## src/rtl/mem_bus_arbiter_pkg.sv

```systemverilog
// Shared types and widths for the instruction/data memory bus arbiter.
package mem_bus_arbiter_pkg;

    localparam int ADDR_W = 19;
    localparam int DATA_W = 16;
    localparam int BSEL_W = 2;
    localparam int CNT_W  = 4;

    // Registered arbiter state. The grant is derived from this alone.
    typedef enum logic [1:0] {
        ARB_IDLE        = 2'd0,
        ARB_GRANT_DATA  = 2'd1,
        ARB_GRANT_INSTR = 2'd2
    } ArbState_t;

    // Which master currently owns the memory port.
    typedef enum logic [1:0] {
        GRANT_NONE  = 2'd0,
        GRANT_DATA  = 2'd1,
        GRANT_INSTR = 2'd2
    } ArbGrant_t;

    // Map the state register onto the owner of the memory port.
    function automatic ArbGrant_t grant_of(input ArbState_t state);
        ArbGrant_t grant;
        case (state)
            ARB_GRANT_DATA:  grant = GRANT_DATA;
            ARB_GRANT_INSTR: grant = GRANT_INSTR;
            default:         grant = GRANT_NONE;
        endcase
        return grant;
    endfunction

endpackage

```

## src/rtl/mem_bus_arbiter.sv

```systemverilog
// Arbiter sharing one memory port between the prefetch (instr) and the
// load/store (data) masters. Data has fixed priority; a burst counter caps
// how many data grants may pass a waiting prefetch before instr is served.
//
// Handshake: a master holds x_m_access high with stable address/control
// until x_m_ack is seen high for one cycle; that cycle completes the
// transfer and read data on x_m_data_in is valid only in that cycle.
// Dropping x_m_access before the ack abandons the transfer.
module mem_bus_arbiter
    import mem_bus_arbiter_pkg::*;
#(
    parameter int DATA_BURST_MAX = 4
) (
    input  logic              clk,
    input  logic              reset,
    // prefetch master
    input  logic [ADDR_W-1:0] instr_m_addr,
    output logic [DATA_W-1:0] instr_m_data_in,
    input  logic              instr_m_access,
    output logic              instr_m_ack,
    // load/store master
    input  logic [ADDR_W-1:0] data_m_addr,
    output logic [DATA_W-1:0] data_m_data_in,
    input  logic [DATA_W-1:0] data_m_data_out,
    input  logic              data_m_access,
    output logic              data_m_ack,
    input  logic              data_m_wr_en,
    input  logic [BSEL_W-1:0] data_m_bytesel,
    // memory port
    output logic [ADDR_W-1:0] q_m_addr,
    input  logic [DATA_W-1:0] q_m_data_in,
    output logic [DATA_W-1:0] q_m_data_out,
    output logic              q_m_access,
    input  logic              q_m_ack,
    output logic              q_m_wr_en,
    output logic [BSEL_W-1:0] q_m_bytesel,
    // debug visibility of the FSM and burst counter
    output ArbState_t         dbg_state,
    output logic [CNT_W-1:0]  dbg_burst_cnt
);

    localparam logic [CNT_W-1:0] BURST_MAX = CNT_W'(DATA_BURST_MAX);

    ArbState_t        state_q, state_d;
    logic [CNT_W-1:0] burst_cnt_q, burst_cnt_d;
    ArbGrant_t        grant;
    logic             starved;

    // Instr has waited through the full allowance of data grants.
    assign starved = instr_m_access && (burst_cnt_q == BURST_MAX);
    assign grant   = grant_of(state_q);

    // Read data goes to both masters; only the acked one may use it.
    assign instr_m_data_in = q_m_data_in;
    assign data_m_data_in  = q_m_data_in;

    assign dbg_state     = state_q;
    assign dbg_burst_cnt = burst_cnt_q;

    // Next-state and burst-counter update.
    always_comb begin
        state_d     = state_q;
        burst_cnt_d = burst_cnt_q;
        case (state_q)
            ARB_IDLE: begin
                if (data_m_access && !starved) begin
                    state_d = ARB_GRANT_DATA;
                end else if (instr_m_access) begin
                    state_d = ARB_GRANT_INSTR;
                end
            end
            ARB_GRANT_DATA: begin
                if (q_m_ack) begin
                    state_d = ARB_IDLE;
                    // Count only data grants that overtook a waiting prefetch.
                    if (instr_m_access) begin
                        if (burst_cnt_q != BURST_MAX) begin
                            burst_cnt_d = burst_cnt_q + 4'd1;
                        end
                    end else begin
                        burst_cnt_d = '0;
                    end
                end else if (!data_m_access) begin
                    state_d = ARB_IDLE;
                end
            end
            ARB_GRANT_INSTR: begin
                if (q_m_ack) begin
                    state_d     = ARB_IDLE;
                    burst_cnt_d = '0;
                end else if (!instr_m_access) begin
                    state_d = ARB_IDLE;
                end
            end
            default: begin
                state_d = ARB_IDLE;
            end
        endcase
    end

    // Output mux: memory port and acks follow the registered grant only.
    always_comb begin
        q_m_access   = 1'b0;
        q_m_addr     = '0;
        q_m_wr_en    = 1'b0;
        q_m_bytesel  = '0;
        q_m_data_out = '0;
        instr_m_ack  = 1'b0;
        data_m_ack   = 1'b0;
        case (grant)
            GRANT_DATA: begin
                q_m_access   = data_m_access;
                q_m_addr     = data_m_addr;
                q_m_wr_en    = data_m_wr_en;
                q_m_bytesel  = data_m_bytesel;
                q_m_data_out = data_m_data_out;
                data_m_ack   = q_m_ack;
            end
            GRANT_INSTR: begin
                q_m_access   = instr_m_access;
                q_m_addr     = instr_m_addr;
                q_m_wr_en    = 1'b0;
                q_m_bytesel  = 2'b11;
                q_m_data_out = '0;
                instr_m_ack  = q_m_ack;
            end
            default: begin
                q_m_access = 1'b0;
            end
        endcase
    end

    // State and burst counter registers with synchronous reset.
    always_ff @(posedge clk) begin
        if (reset) begin
            state_q     <= ARB_IDLE;
            burst_cnt_q <= '0;
        end else begin
            state_q     <= state_d;
            burst_cnt_q <= burst_cnt_d;
        end
    end

endmodule
```

## config.mk

```make
export PLATFORM = sky130hd
export DESIGN_NAME = mem_bus_arbiter
export DESIGN_NICKNAME = d
export VERILOG_FILES = /design/src/rtl/mem_bus_arbiter_pkg.sv /design/src/rtl/mem_bus_arbiter.sv
export SDC_FILE = /design/constraint.sdc
export NUM_CORES = 1
export LEC_CHECK = 0
export CAP_MARGIN = 20
export CORE_MARGIN = 3
export CORE_UTILIZATION = 27
export DETAILED_ROUTE_END_ITERATION = 10
export MAX_ROUTING_LAYER = met4
export PLACE_DENSITY = 0.95
export RECOVER_POWER = 50
export REMOVE_ABC_BUFFERS = 1
export SYNTH_ARGS = -nofsm -noshare
export SYNTH_HDL_FRONTEND = slang
export SYNTH_SLANG_ARGS = --single-unit
```

## constraint.sdc

```tcl
create_clock -name clk -period 3.05 [get_ports clk]
set_input_delay 0.305 -clock clk [delete_from_list [all_inputs] [get_ports clk]]
set_output_delay 0.305 -clock clk [all_outputs]
set_load 0.01 [all_outputs]
```

==> impl_metrics.ini <==
[clocking]
ctsResizeCount = 0
cts_root_buf = clkbuf_8
htree_levels = 1
ctsHoldBuffers = 0
clockBufferDepth = 2
cts_tree = yes
path_clk_slew_ns = 0.04
clock-sinks = 6
worstSkewPairLatency_ns = 0.22
post_cts.repair.setup_buffers = 0
cts-buffers-inserted = 3

[drt]
drtPass1Iterations = 4
post_drt_wl_per_cell_um = 15.72
avgViaCountPerCell = 4.779
wl_um = 4338
drc = 0
num_vias = 1319
dr.first_iter.drc_count = 39
drtAntennaViolNets = 0

[place]
dp_hpwl_um = 3517
place_inst = 273
gp_congestion = 0.8358
numPortBuffers = 108

[floorplan]
die_area_sq_mm = 0.005103
ios = 157
initial_core_util_pct = 28.49
die_h_um = 71.44
die_w_um = 71.44
coreArea_sq_mm = 0.004058
rows = 23

[synthesis]
synth-edff-count = 0
synth_cell_types = 26
synth_cells = 153
ys_top_cells_by_area = buf_4, a22oi_1, nor2b_1
synth_area_sq_mm = 0.001156
synth.most_common_cell = buf_4
avgSynthCellArea_sq_um = 7.556
yosys.area.top_type = buf_4
ys_ff_latch = 6
ys.flop_type = dfxtp_1
seq_area_frac_synth_pct = 10.39
synth_top_cell_area_share_pct = 20.78
synthArstFlopShare_pct = 0
yosys_warnings = 0
synth_common_cells = buf_4, nor2b_1, a22oi_1

[sta]
hold_viol = 0
max-slew-margin-rel_pct = 60.64
timing.fmax_mhz = 400.4
fin_crit_sh_pct = 81.89
fin_skew_ns = 0.003055
rsz0062_at_grt = no
slew_viol_final = 0
period_needed_ns = 2.498
worst_slew_pin_slew_ns = 0.5904
tns_ns = 0
finalSetupViolCount = 0

[global_routing]
grt_pass1_vias = 1286
grt_start_max_net_pins = 28
antenna_found_initial = 0
overflow = 0
grt_pass1_wl_um = 6382
gr-usage-all-layers_pct = 15.87

[worst_setup_path]
end_kind = output pin
arrival_ns = 2.19
startpoint_type = flop
cp.required_ns = 2.74
worstPathMaxFanout = 22
crit_type = flop to output pin
ff2ff_setup_slack_ns = 1.49

[power_and_ir_drop]
seqPwrFrac_pct = 16.8
pwr-share-clk_pct = 23.5
vdd_drop_max_v = 0.0001961
switching_share_pct = 31.26
p_int_uw = 358.1
p_per_area_mw_per_mm2 = 251.1
power.leakage_nw = 0.7444
p_total_uw = 520.9
comb_power_share_pct = 59.6
switchingPower_uw = 162.8

[cells_and_area]
num_antenna_cells = 0
layoutNonFillerInstCount = 276
syn2layout_area_growth_pct = 79.44
final_core_util_pct = 51.13
nets = 313
drive_above_1_share_pct = 3.982

[status]
status = completed

[flow_run]
max-cap-violations = 0

[min_path]
min_path_type = flop to flop
==> stage by stage <==
stage	setup WS, ns	cell area, sq um	hold WS, ns
CTS	0.5210	2086	0.5195
global placement	0.8516	2044	0.4948
global route	0.4629	2074	0.5397
detailed placement	0.7699	2044	0.5119
finish	0.5524	2074	0.5125
floorplan	1.216	878.3	0.3696
==> area by class of cell <==
| class | count | area (sq um) |
|---|---|---|
| fillers | 386 | 1983 |
| flip-flops and latches | 6 | 120.1 |
| repair buffers | 111 | 1104 |
| clock buffers | 3 | 41.29 |
| well taps | 50 | 62.56 |
| multi-input cells | 101 | 728.2 |
| inverters | 5 | 18.77 |
==> cells in the final DEF, fill, tap and decap left out, types with 2 or more instances in the layout <==
master / synthesis / layout
dlygate4sd3_1: 0 / 6
nand2_1: 2 / 2
ha_1: 7 / 7
clkdlybuf4s50_1: 0 / 102
nand2b_1: 6 / 6
a21oi_1: 4 / 5
nand3b_1: 2 / 2
nor2b_1: 24 / 24
dfxtp_1: 6 / 6
mux2i_1: 4 / 4
buf_4: 32 / 3
inv_1: 5 / 5
o21ai_0: 1 / 2
clkbuf_8: 0 / 3
a22oi_1: 21 / 21
and2_1: 19 / 19
==> flip-flops by register name, summed over array words and instances, names as in the netlist <==
signal	flops
dbg_burst_cnt	4
dbg_state	2
==> worst max-delay path, cell delays in order (launching register included) <==
cell and delay [ns]:
dfxtp_1 0.40, inv_1 0.10, ha_1 0.67, nor2b_1 0.23
clkdlybuf4s50_1 0.57
==> kinds of logic after synthesis <==
logic type	Yosys count	synth area share [%]
buffers and inverters	46	25.65
flip-flops	6	10.39
adder cells (fa/ha/maj)	7	7.575
AND/OR/NAND/NOR	58	31.49
AO/OA/AOI/OAI	32	21.43
multiplexers	4	3.463
==> final timing paths <==
check | depth (start not counted) | to | start
hold / removal | 2 | dbg_burst_cnt[3] | dbg_burst_cnt[3]
setup reg to reg | 5 | dbg_burst_cnt[0] | dbg_burst_cnt[0]
hold reg to reg | 2 | dbg_burst_cnt[3] | dbg_burst_cnt[3]
setup / recovery | 4 | q_m_addr[2] | dbg_state[1]
==> layer usage <==
metal / share of wire [%] / vias to the layer above / track usage (%)
met5: 0 / - / -
met1: 41 / 595 / 18.71
met2: 45 / 88 / 24.59
met4: 0.55 / 0 / 3.132
li1: - / 634 / -
met3: 13 / 2 / 7.714
==> power groups by stage <==
stage               Combinational (mW)  Clock (mW)  Sequential, mW
finish                           0.311       0.122          0.0877
global route                     0.336       0.131          0.0882
CTS                              0.318       0.124          0.0880
detailed placement               0.317           0          0.0891
global placement                 0.311           0          0.0884
floorplan                        0.132           0          0.0900
(Power assumes the default switching activity.)
